<file path="config.mk">
export PLATFORM = sky130hd
export DESIGN_NAME = booth_mult_n
export DESIGN_NICKNAME = d
export VERILOG_FILES = /design/src/rtl/booth_mult_n.sv
export SDC_FILE = /design/constraint.sdc
export NUM_CORES = 1
export LEC_CHECK = 0
export ABC_AREA = 1
export BUFFER_PORTS_ARGS = -buffer_cell sky130_fd_sc_hd__buf_4
export CORE_MARGIN = 1.5
export CORE_UTILIZATION = 54
export CTS_CLUSTER_SIZE = 24
export DETAILED_ROUTE_END_ITERATION = 16
export GPL_TIMING_DRIVEN = 0
export MAX_ROUTING_LAYER = met4
export PLACE_DENSITY = 0.85
export SYNTH_ARGS = -nofsm -noshare
export SYNTH_HDL_FRONTEND = slang
export SYNTH_SLANG_ARGS = --single-unit
</file>
<file path="constraint.sdc">
create_clock -name clk -period 3.3 [get_ports clk]
set_input_delay 0 -clock clk [delete_from_list [all_inputs] [get_ports clk]]
set_output_delay 0 -clock clk [all_outputs]
set_load 0.02 [all_outputs]
</file>
<file path="src/rtl/booth_mult_n.sv">
// booth_mult_n: radix-2 Booth sequential multiplier, N-bit operands, signed/unsigned per operation.
module booth_mult_n #(
  parameter int N = 8
) (
  input  logic           clk,
  input  logic           rst,
  input  logic           start,
  input  logic           sign_mode,
  input  logic [N-1:0]   data_M,
  input  logic [N-1:0]   data_Q,
  output logic [2*N-1:0] data_out,
  output logic           done,
  output logic           busy
);
  localparam int W = N + 1;
  localparam int CW = $clog2(N + 2);
  typedef enum logic {IDLE, CALC} state_t;
  state_t state_q, state_d;
  logic [W-1:0] a_q, a_d, q_q, q_d, m_q, m_d, sum;
  logic [2*W-1:0] prod;
  logic [CW-1:0] cnt_q, cnt_d;
  logic [2*N-1:0] data_out_q, data_out_d;
  logic qm1_q, qm1_d, done_q, done_d, busy_q, busy_d;
  // One extra bit lets zero-extended unsigned operands run through the signed Booth datapath.
  always_comb begin
    sum = (q_q[0] & ~qm1_q) ? a_q - m_q : (~q_q[0] & qm1_q) ? a_q + m_q : a_q;
    state_d = state_q;
    a_d = a_q;
    q_d = q_q;
    m_d = m_q;
    qm1_d = qm1_q;
    cnt_d = cnt_q;
    data_out_d = data_out_q;
    done_d = 1'b0;
    busy_d = busy_q;
    prod = '0;
    if (state_q == IDLE) begin
      if (start) begin
        m_d = sign_mode ? {data_M[N-1], data_M} : {1'b0, data_M};
        q_d = sign_mode ? {data_Q[N-1], data_Q} : {1'b0, data_Q};
        a_d = '0;
        qm1_d = 1'b0;
        cnt_d = CW'(W);
        busy_d = 1'b1;
        state_d = CALC;
      end
    end else begin
      a_d = {sum[W-1], sum[W-1:1]};
      q_d = {sum[0], q_q[W-1:1]};
      qm1_d = q_q[0];
      cnt_d = cnt_q - CW'(1);
      prod = {a_d, q_d};
      if (cnt_q == CW'(1)) begin
        data_out_d = prod[2*N-1:0];
        done_d = 1'b1;
        busy_d = 1'b0;
        state_d = IDLE;
      end
    end
  end
  always_ff @(posedge clk) begin
    if (rst) begin
      state_q <= IDLE;
      a_q <= '0;
      q_q <= '0;
      m_q <= '0;
      qm1_q <= 1'b0;
      cnt_q <= '0;
      data_out_q <= '0;
      done_q <= 1'b0;
      busy_q <= 1'b0;
    end else begin
      state_q <= state_d;
      a_q <= a_d;
      q_q <= q_d;
      m_q <= m_d;
      qm1_q <= qm1_d;
      cnt_q <= cnt_d;
      data_out_q <= data_out_d;
      done_q <= done_d;
      busy_q <= busy_d;
    end
  end
  assign data_out = data_out_q;
  assign done = done_q;
  assign busy = busy_q;
endmodule
</file>
* Word-level counts from Yosys, hierarchy flattened
Index checks and enable logic that the tools add are counted.
** Storage, ports and cells
- Flip-flop bits (word level) :: 51
- Latch bits :: 0
- Bits in writable memories :: 0
- Bits in read-only memories :: 0
- Input port bits :: 20
- Output and inout bits :: 18
- Memories :: 0
** Operators by class
- $add $sub $neg :: 3
- Multipliers :: 0
- Divide/modulo/power cells :: 0
- Order comparisons :: 0
- Eq/ne operators :: 2
- Shift operators :: 0
- Mux-type cells :: 19
- Bitwise gates (word level) :: 5
- Reductions and logical operators :: 5
** Operator list (number)
- 9-bit 2-to-1 mux :: 8
- 9-bit adder :: 1
- 1-bit 2-to-1 mux :: 9
- 9-bit subtractor :: 1
- 4-bit 2-to-1 mux :: 2
- 2-bit AND reduction :: 3
- 4-bit by 1-bit equality test with 1-bit output (second input constant) :: 1
- 4-bit by 1-bit subtractor with 4-bit output (second input constant) :: 1
- 1-bit NOT :: 3
- 1-bit bitwise AND :: 2
- 2-bit by 1-bit != test with 1-bit output (second input constant) :: 1
- 2-bit nonzero test :: 1
- 2-bit OR reduction :: 1

* Longest topological paths before layout
Gate-level depths: netlist of the first run.
- Word-level depth :: 5
- Mapped depth :: 13
- Gate-level depth less buffers :: 12

* Worst setup path after synthesis of the first run
Ideal clock, no wire load.
- Path kind :: register to register
- Start :: register a_q[0]
- End :: register a_q[1]
- Setup time :: 0.116 ns
- Data arrival time :: 1.550 ns
- Data required time :: 3.184 ns
- Setup slack :: 1.634 ns
- Stages on the path, launching flop included :: 10
- Cells stage by stage :: dfxtp_1 -> inv_1 -> ha_1 -> inv_1 -> fa_1 -> or2_2 -> a21oi_1 -> nor3_2 -> nand2_1 -> a21oi_1
** On the way
- Longest elaborated chain between the ends :: 4
- Elaborated cells between the ends (all ways) :: 5
** RTL lines
- start: declaration :: RTL line 19 : logic [W-1:0] a_q, a_d, q_q, q_d, m_q, m_d, sum;
- start signal: assignment :: RTL line 64 : a_q <= '0;
- start signal: assignment :: RTL line 74 : a_q <= a_d;
- 9-bit adder :: RTL line 26 : sum = (q_q[0] & ~qm1_q) ? a_q - m_q : (~q_q[0] & qm1_q) ? a_q + m_q : a_q;
- 9-bit 2-to-1 mux :: RTL line 26
- 9-bit 2-to-1 mux (*) :: RTL line 26
- 9-bit 2-to-1 mux (*) :: RTL line 37 : if (state_q == IDLE) begin
Mark *: on every way between the ends. The rest lies on a longest branch, timed or not.
A chain may end at the register's enable or synchronous reset.

* Worst setup path after layout of the first run
- Start :: register a_q[0]
- End :: register a_q[3]
The elaborated chain is that of the path after synthesis.

==> out/results.ini, run 1 <==
[clock_tree]
path_clk_slew_ns = 0.09
clk_latency_ns = 0.30
cts.sinks = 50
cts_tree = done
cts_resized = 0
root_buffer = clkbuf_8
cts_setup_buffers = 0
cts_max_path_buffers = 2
cts_made_buffers = 5
hold_buffers = 14
h-tree-depth = 2

[timing]
max_slew.worst_pin.slew_ns = 0.5969
rsz0062_at_grt = no
clock-skew-final_ns = 0.002824
timing.fmax_mhz = 522.6
hold_viol = 2
slew_headroom_pct = 60.21
fin_crit_ns = 1.914
tns_ns = 0
setup_viol = 0
min_period_over_period_pct = 57.99
fin_hold_ws_ns = -0.005248
finalMaxSlewViolations = 0

[global_routing]
grt_pass1_wl_um = 12760
overflow = 0
grt_pass1_vias = 2906
antenna_found_initial = 0
grtUsageTotal_pct = 27.35
grt_max_degree = 16

[worst_setup_path]
crit_type = flip-flop to flip-flop
cp-end-kind = flip-flop
worstSetupStartpoint = a_q[0]
slowest_stage = fa_1
cpMostUsedCell = nand3_1
cp.buffers_inverters = 2
crit_family = adder cells
r2r_start = a_q[0]
critical_path_peak_fanout = 4
start_kind = flip-flop
path_cells = inv_1 > ha_1 > inv_1 > fa_1 > nand3_1 > nand3_1 > a21oi_1 > o21ai_0 > nand3_1 > nand2_1 > a21oi_1
max_stage_delay_ns = 0.43
worst_ep_arrival_time_ns = 2.15
required_ns = 3.54

[layout]
syn_to_final_growth_pct = 20.42
drive_gt1_share_pct = 20.51
num_antenna_cells = 0
nets = 507
fin_util_pct = 68.48

[place]
hpwl_um = 5422
routabilityCongestion = 0.9007
portBuffers = 37

[floorplan]
die_h_um = 76.81
dieArea_mm2 = 0.005899
initial_core_util_pct = 56.87
die_w_um = 76.81
fp-row-count = 26
ios = 38
core_mm2 = 0.005172

[min_path]
min_from = data_M[2]
hp-class = primary input to flip-flop

[synthesis]
syn-cell-area_mm2 = 0.002942
yosysUniqueCellTypes = 38
synth_top_area_share_pct = 34.03
synthesis.nets = 449
ys_seq_area_share_pct = 34.03
synth_top_area_cell = dfxtp_1
yosys_warnings = 0
ys_seq_elements = 50
avgSynthCellArea_um2 = 7.192
synthTopCellsByArea = dfxtp_1 34%, nand2_1 13%, nand3_1 7.8%, ha_1 7.7%, inv_1 6.3%
syn_inst = 409

[detailed_routing]
dr_total_vias = 2941
viasPerCell = 5.467
ant_nets = 0
drc = 0
firstDrtPassIters = 6
routed_wl_um = 7411
wl_per_cell_um = 13.78
dr.first_iter.drc_count = 205

[pwr]
power_w = 0.001330
vdd_drop_max_v = 0.0003296
power_density_mw_per_mm2 = 375.4
leakage_nw = 1.735

[run]
drv_cap = 0

[status]
status = complete, but fails checks
violations = negative hold slack

-- final cells by class --
cell class | count | area, um^2
well taps | 70 | 87.58
clock buffers | 6 | 82.58
clock inverters | 2 | 12.51
repair buffers | 51 | 417.9
fillers | 422 | 1630
inverters | 58 | 220.2
flip-flops and latches | 50 | 1001
plain buffers | 16 | 112.6
multi-input cells | 285 | 1608
-- report_power, final --
group / switching [W] / internal, W / total (W)
sequential: 0.0000198 / 0.000631 / 0.000651
combinational: 0.000187 / 0.000118 / 0.000305
clock: 0.000206 / 0.000169 / 0.000374
total: 0.000412 / 0.000918 / 0.00133
-- registers in the layout (all words and copies together) (netlist names) --
register	cells
cnt_q	4
data_out	16
m_q	9
a_q	8
busy	1
done	1
qm1_q	1
q_q	9
state_q	1
-- cells in the final DEF, fill, tap and decap left out, types with 8 or more instances in the layout --
master         count
a21oi_1           21
buf_4             39
dfxtp_1           50
dlygate4sd3_1     14
ha_1              18
inv_1             49
inv_2              8
nand2_1          105
nand3_1           46
nor2_1            15
o21ai_0           14
o21ai_1           11
-- path summary, 6_finish.rpt --
check	slack, ns	endpoint	cells after the start
min reg2reg	0.48	data_out[13]	2
max reg2reg	1.39	a_q[3]	11
min	-0.005	m_q[2]	3
max	1.39	a_q[3]	11
-- stage by stage --
| stage | cells | area (um^2) | setup slack [ns] |
|---|---|---|---|
| floorplan | 409 | 2942 | 1.634 |
| global placement | 516 | 3307 | 1.550 |
| detailed placement | 516 | 3307 | 1.447 |
| CTS | 538 | 3542 | 1.425 |
| global route | 538 | 3542 | 1.225 |
| finish | 538 | 3542 | 1.386 |
-- synthesized netlist by cell type (all sizes together) --
| library cell | instances |
|---|---|
| clkbuf | 3 |
| o211ai | 1 |
| o221ai | 5 |
| a21oi | 28 |
| ha | 18 |
| xnor2 | 1 |
| fa | 2 |
| or2 | 5 |
| o21a | 1 |
| nor2 | 22 |
| nand3 | 49 |
| inv | 58 |
| nand2 | 112 |
| nand4 | 7 |
| nor3 | 1 |
| o31ai | 1 |
| o22ai | 1 |
| dfxtp | 50 |
| o21bai | 2 |
| buf | 13 |
| a31oi | 3 |
| and2 | 1 |
| o21ai | 25 |
-- routing by layer --
metal,global-route usage [%],share of wire (%),up-vias
met5,-,0,-
met4,12.41,2.5,0
met1,32.42,42,1370
li1,-,-,1441
met2,46.28,50,112
met3,3.333,5.9,18
-- logic make-up (layout without fill, tap and decap cells) --
family,Yosys count,in the layout,synth area share (%)
buffers and inverters,74,133,11.31
xor gates and xnor gates,1,1,0.2978
DFF,50,50,34.03
and+or+nand+nor,197,197,31.56
AOI/OAI and AO/OA,67,67,13.78
adders and majority gates,20,20,9.018
-- worst reg2reg max path, cell delays in order, from the launching register on --
cell     delay, ns
dfxtp_1       0.33
inv_1         0.09
ha_1          0.15
inv_1         0.06
fa_1          0.43
nand3_1       0.10
nand3_1       0.12
a21oi_1       0.15
o21ai_0       0.12
nand3_1       0.13
nand2_1       0.06
a21oi_1       0.11
Note: power is estimated with default switching activity, not from simulation.
==> run 2, diff against run 1 <==
- ABC_AREA: 1 -> 0
- clock period: 3.3 -> 1.8 ns (I/O delays scaled with it)
==> run 2 against run 1 <==
Effect of this change:
- the run ends with negative setup slack left
- die area rose by 0.17%
- first-iteration DRC count up 77%
- cell count is 5.9% lower
- clock power grew 120%
- final area grew 10%
- sequential share of layout area decreased by 1.9 points
- fmax decreased by 15%
- global-route usage is 3.1 points higher
- clock skew is 0.0094 ns higher
- combinational power grew to 2.8 times the previous value
- sequential power is 89% higher
==> out/results.ini, run 2 <==
[synthesis]
syn-cell-area_mm2 = 0.002947  ; +0.17%
yosysUniqueCellTypes = 54  ; +42%
netlist_top_cells_count = 50 x a21oi_1, 50 x dfxtp_1, 47 x nor2_1, 45 x nand2_1, 18 x ha_1
yosys.area_share.simple_pct = 21.36  ; -10 points
avgSynthCellArea_um2 = 7.942  ; +10%
synth-main-ff-cell = dfxtp_1
synth-edff-count = 0  ; unchanged
synthTopCellsByArea = dfxtp_1 34%, a21oi_1 8.5%, ha_1 7.6%, nor2_1 6.0%, nand2_1 5.7%
yosys_warnings = 0  ; unchanged
synth_xor_area_share_pct = 2.972  ; +2.7 points
synthesis.nets = 411  ; -8.5%
synth-async-reset-ratio_pct = 0  ; unchanged
synth_compound_area_share_pct = 20.85  ; +7.1 points
syn_inst = 371  ; -9.3%
synth-adder-area-share_pct = 9.002  ; -0.015 points
ys_seq_elements = 50  ; unchanged
synthMuxAreaShare_pct = 4.119  ; +4.1 points
synth_top_family_by_area = simple AND/OR/NAND/NOR gates
synth_top_area_cell = dfxtp_1
synth_top_area_share_pct = 33.97  ; -0.058 points
ys_seq_area_share_pct = 33.97  ; -0.058 points

[clock_tree]
cts.sinks = 50  ; unchanged
cts_tree = done
root_buffer = clkbuf_8
clk_latency_ns = 0.31  ; about the same
cts_max_path_buffers = 2  ; unchanged
h-tree-depth = 2  ; unchanged
path_clk_slew_ns = 0.09  ; about the same
cts_made_buffers = 5  ; unchanged

[layout]
nets = 475  ; -6.3%
seqCellArea_mm2 = 0.001025  ; +2.4%
largest_register_ffs = 16  ; unchanged
syn_to_final_growth_pct = 32.19
num_antenna_cells = 0  ; unchanged
multi_input_area_mm2 = 0.001957  ; +22%
final_cell_mix = 50 x buf_4, 45 x nand2_1, 44 x nor2_1
nFillCells = 344  ; -18%
mostFrequentLayoutCell = buf_4
drive_gt1_share_pct = 28.44  ; +7.9 points

[detailed_routing]
ant_nets = 0  ; unchanged
dr_total_vias = 3073  ; +4.5%
wl_per_cell_um = 18.46  ; +34%
dr.first_iter.drc_count = 363  ; +77%
viasPerCell = 6.073  ; +11%
drc = 0  ; unchanged
firstDrtPassIters = 5  ; -1
routed_wl_um = 9341  ; +26%

[worst_setup_path]
crit_family = compound AO/OA/AOI/OAI gates
start_kind = flip-flop
reg2reg_depth = 11  ; unchanged
max_stage_delay_ns = 0.35  ; -0.08 ns
critical_path_peak_fanout = 3  ; -1
r2r_slack_ns = -0.46  ; -1.85 ns
worst_ep_arrival_time_ns = 2.49  ; +0.34 ns
path_cells = inv_2 > ha_4 > inv_2 > fa_2 > a21o_1 > a221oi_4 > buf_6 > xor2_4 > a21oi_2 > o211ai_1 > a21oi_1
cpMostUsedCell = inv_2
crit_type = flip-flop to flip-flop
cp.buffers_inverters = 3  ; +1
required_ns = 2.03  ; -1.51 ns
reg2reg_to = data_out[14]
cp-end-kind = flip-flop
r2r_start = a_q[0]
slowest_stage = dfxtp_2

[min_path]
hp-class = primary input to flip-flop
hold_path_end = a_q[7]
hold_depth = 3  ; unchanged
min_from = rst

[floorplan]
fp-row-count = 26  ; unchanged
ios = 38  ; unchanged
core_mm2 = 0.005172  ; unchanged
initial_core_util_pct = 56.97  ; +0.097 points
dieArea_mm2 = 0.005909  ; +0.17%
die_h_um = 76.87  ; about the same
die_w_um = 76.87  ; about the same

[timing]
max_slew.worst_pin.slew_ns = 0.6171  ; +0.02024 ns
setup_ws_ns = -0.4605  ; -1.847 ns
timing.fmax_mhz = 442.4  ; -15%
hold_viol = 0  ; -2
setup_viol = 11  ; +11
min_period_over_period_pct = 125.6  ; +68 points
slew_headroom_pct = 58.86  ; -1.3 points
finalMaxSlewViolations = 0  ; unchanged
tns_ns = -2.607  ; -2.607 ns
rsz0062_at_grt = yes
clock-skew-final_ns = 0.01219  ; +0.009362 ns
fin_crit_ns = 2.261  ; +0.3469 ns

[global_routing]
grt_max_degree = 16  ; unchanged
grt_pass1_wl_um = 13940  ; +9.2%
overflow = 0  ; unchanged
grt_pass1_vias = 2865  ; -1.4%
grtUsageTotal_pct = 30.49  ; +3.1 points
antenna_found_initial = 0  ; unchanged

[pwr]
power_density_mw_per_mm2 = 740.9  ; +97%
vdd_drop_max_v = 0.0005913  ; +79%
power_w = 0.002886  ; +120%
leakage_nw = 1.569  ; -9.5%

[place]
portBuffers = 35  ; -5.4%
hpwl_um = 5608  ; +3.4%
routabilityCongestion = 0.9211  ; +2.3%

[status]
violations = negative setup slack
status = complete, but fails checks

[run]
drv_cap = 0  ; unchanged

## run 2: power breakdown
group,internal (W),total [W],switching (W)
combinational,0.000384,0.000847,0.000463
sequential,0.00116,0.00123,0.0000639
clock,0.000415,0.000811,0.000396
## run 2: how the worst max path moves through the flow
stage,endpoint,from,cells past startpoint
after floorplan,a_q[7],m_q[6],9
after global placement,a_q[7],m_q[6],9
after detailed placement,a_q[7],m_q[6],9
after CTS,data_out[14],a_q[0],10
after global routing,a_q[7],a_q[0],10
final,data_out[14],a_q[0],11
## run 2: metal layers
metal  vias to the layer above  wire length, um  global-route usage [%]
met5                         -                0                       -
met2                       185             4603                   50.18
met1                      1449             3757                   38.03
met3                        33              714                   3.571
li1                       1406                -                       -
met4                         0              265                   12.22
## run 2: area by class of cell
class / count / share of cell area, %
Multi-Input combinational cell: 277 / 50.24
Tap cell: 70 / 2.249
Clock inverter: 2 / 0.9637
Clock buffer: 6 / 1.863
Sequential cell: 50 / 26.31
Inverter: 18 / 1.735
Timing Repair Buffer: 59 / 12.24
Buffer: 24 / 4.401
## run 2: cell families after synthesis
| kind of cell | count (synthesis) |
|---|---|
| simple gates | 137 |
| compound gates | 98 |
| flops | 50 |
| mux | 12 |
| buf+inv | 44 |
| fa+ha+maj | 20 |
| xor+xnor | 10 |
## run 2: stage by stage
stage                     std cells  hold slack [ns]  area [um^2]  util [%]  setup slack [ns]
after floorplan                 371           0.1284         2975         -           -0.2941
after global placement          476           0.2499         3326     64.30           -0.4283
after detailed placement        476           0.2539         3326     64.30           -0.4786
after CTS                       501          0.02908         3717     71.87           -0.3899
after global routing            506          0.04861         3895     75.30           -0.5355
final                           506          0.02969         3895     75.30           -0.4605
## run 2: tightest hold or removal path: stages
cell     delay [ns]
buf_4          0.11
or2b_1         0.11
o22ai_2        0.07
## run 2: repair_timing
action | in CTS | in global routing
setup buffers | 8 | 7
endpoints found under the setup margin | 19 | 32
endpoints found under the hold margin | 9 | 0
hold buffers | 9 | 0
cloned | 0 | 0
pin swaps | 14 | 22
resized for setup | 31 | 38
==> run 3, diff against run 2 <==
- CORE_UTILIZATION: 54 -> 25
- MAX_ROUTING_LAYER: met4 -> default
- PLACE_DENSITY: 0.85 -> 0.51
- clock period: 1.8 -> 2.1 ns (I/O delays scaled with it)
==> run 3 against run 2 <==
Effect of this change:
- the flow still finishes with violations (negative setup slack)
- worst setup slack better by 0.39 ns
- combinational power down 33%
- worst hold slack worse by 0.018 ns
- final area down 3.6%
- non-clock buffer count down 9
- register-to-register slack better by 0.39 ns
- wire length down 9.1%
- largest power group unchanged
==> out/results.ini, run 3 (synthesis gave the netlist of run 2 again) <==
[status]
status = complete, but fails checks
violations = negative setup slack

[pwr]
leakage_nw = 1.477  ; -5.9%
p_int_w = 0.001700  ; -13%
switchingPower_w = 0.0007764  ; -16%
seqPwrFrac_pct = 42.3  ; -0.2 points
power_density_mw_per_mm2 = 659.7  ; -11%
p_clk_share_pct = 34.9  ; +6.8 points
vdd_drop_max_v = 0.0003510  ; -41%
switching_share_pct = 31.35  ; -0.64 points
pwr-share-comb_pct = 22.8  ; -6.5 points

[clock_tree]
cts.sinks = 50  ; unchanged
cts_made_buffers = 5  ; unchanged
h-tree-depth = 2  ; unchanged
cts_tree = done
cts_max_path_buffers = 2  ; unchanged
path_clk_slew_ns = 0.08  ; about the same
root_buffer = clkbuf_16
clk_latency_ns = 0.30  ; about the same

[worst_setup_path]
cp-end-kind = flip-flop
worst_ep_arrival_time_ns = 2.39  ; -0.10 ns
path_cells = inv_1 > ha_1 > buf_2 > a21o_1 > a221oi_2 > xor2_1 > a21oi_1 > o211ai_1 > a21oi_1
crit_family = compound AO/OA/AOI/OAI gates
cpMostUsedCell = a21oi_1
r2r_start = m_q[4]
slowest_stage = a221oi_2
max_stage_delay_ns = 0.35  ; about the same
required_ns = 2.32  ; +0.29 ns
start_kind = flip-flop
critical_path_peak_fanout = 10  ; +7
crit_type = flip-flop to flip-flop
cp.buffers_inverters = 2  ; -1
worstSetupStartpoint = m_q[4]

[timing]
setup_viol = 3  ; -8
fin_crit_ns = 2.172  ; -0.08849 ns
min_period_over_period_pct = 103.4  ; -22 points
rsz0062_at_grt = yes
hold_viol = 0  ; unchanged
finalMaxSlewViolations = 0  ; unchanged
setup_ws_ns = -0.07204  ; +0.3885 ns
slew_headroom_pct = 52.05  ; -6.8 points
timing.fmax_mhz = 460.4  ; +4.1%
tns_ns = -0.1589  ; +2.448 ns
max_slew.worst_pin.slew_ns = 0.7193  ; +0.1022 ns
clock-skew-final_ns = 0.007872  ; -0.004313 ns

[layout]
fin_area_mm2 = 0.003754  ; -3.6%
drive_gt1_share_pct = 20.84  ; -7.6 points
largest_register_ffs = 16  ; unchanged
nets = 466  ; -1.9%
final_cell_mix = 48 x a21oi_1, 47 x nor2_1, 45 x nand2_1
mostFrequentLayoutCell = a21oi_1
fin_util_pct = 32.73  ; -43 points
num_antenna_cells = 0  ; unchanged
syn_to_final_growth_pct = 27.39

[detailed_routing]
met1_length_um = 3839  ; +2.2%
routed_wl_um = 8489  ; -9.1%
wl_per_cell_um = 14.89  ; -19%
firstDrtPassIters = 4  ; -1
met3_length_um = 365  ; -49%
routed.top_layer = met4
ant_nets = 0  ; unchanged
drc = 0  ; unchanged
wl_met2_um = 4085  ; -11%
viasPerCell = 4.849  ; -20%
dr.first_iter.drc_count = 106  ; -71%
dr_total_vias = 2764  ; -10%

[min_path]
hp-class = primary input to flip-flop
min_from = sign_mode

[global_routing]
grt_pass1_vias = 2760  ; -3.7%
grtUsageTotal_pct = 13.94  ; -17 points
grt_max_degree = 19  ; +3
antenna_found_initial = 0  ; unchanged
grt_pass1_wl_um = 13860  ; -0.55%
overflow = 0  ; unchanged

[floorplan]
die_w_um = 111.6  ; +45%
core_mm2 = 0.01147  ; +120%
initial_core_util_pct = 25.70  ; -31 points
dieArea_mm2 = 0.01245  ; +110%
die_h_um = 111.6  ; +45%
ios = 38  ; unchanged
fp-row-count = 39  ; +50%

[place]
portBuffers = 35  ; unchanged
routabilityCongestion = 0.8531  ; -7.4%
placed_area_mm2 = 0.003395  ; +2.1%
hpwl_um = 6138  ; +9.4%
dp_slack_ns = -0.1848  ; +0.2938 ns

[run]
drv_cap = 0  ; unchanged

[run 3: changes by cell type in the layout (fill, tap and decap cells not counted), sizes merged]
cell         change
dlygate4sd3      -1
inv              +2
clkinv           +1
clkinvlp         -1
bufinv           -1
clkbuf           +2
buf             -11
[run 3: worst reg2reg max path, stage by stage (launching register included)]
cell,delay [ns]
dfxtp_2,0.34
inv_1,0.04
ha_1,0.30
buf_2,0.21
a21o_1,0.19
a221oi_2,0.35
xor2_1,0.14
a21oi_1,0.19
o211ai_1,0.14
a21oi_1,0.19
[run 3: worst paths after layout]
kind / to / cells past startpoint / slack [ns]
worst max register to register: a_q[5] / 9 / -0.07
worst min register to register: data_out[14] / 2 / 0.46
worst max-delay path: a_q[5] / 9 / -0.07
worst min-delay path: m_q[8] / 3 / 0.01
[run 3: power by group through the flow]
stage / registers, W / logic [W] / clock network (W)
6_report: 0.00105 / 0.000565 / 0.000863
3_5_place_dp: 0.00107 / 0.000522 / 0
2_1_floorplan: 0.00106 / 0.000367 / 0
3_3_place_gp: 0.00107 / 0.000519 / 0
4_1_cts: 0.00105 / 0.000558 / 0.000889
5_1_grt: 0.00106 / 0.000630 / 0.000924
[run 3: metal layers]
metal / global-route usage, % / up-vias
li1: - / 1390
met1: 17.31 / 1289
met2: 23.72 / 69
met3: 2.559 / 16
met4: 5.907 / 0
met5: 0 / -
[run 3: cell type report]
type                            instances  area [um^2]
Sequential cell                        50         1013
Buffer                                 26        162.7
Clock buffer                            5        125.1
Fill cell                            1219         7714
Clock inverter                          3        26.28
Multi-Input combinational cell        277         1799
Inverter                               18        67.56
Timing Repair Buffer                   48        380.4
Tap cell                              143        178.9
[run 3: metrics by stage]
| step | hold slack (ns) | total power [W] | instances |
|---|---|---|---|
| floorplan | 0.1360 | 0.001432 | 371 |
| global placement | 0.2560 | 0.001585 | 549 |
| detailed placement | 0.2568 | 0.001590 | 549 |
| CTS | 0.01859 | 0.002496 | 570 |
| global route | 0.01989 | 0.002610 | 570 |
| finish | 0.01188 | 0.002476 | 570 |
[run 3: what timing repair did]
item | in CTS | in global routing
hold buffers | 8 | 0
setup buffers | 5 | 0
endpoints found under the setup margin | 7 | 10
hold endpoints to repair | 9 | 0
resized for setup | 21 | 10
pin swaps | 15 | 9
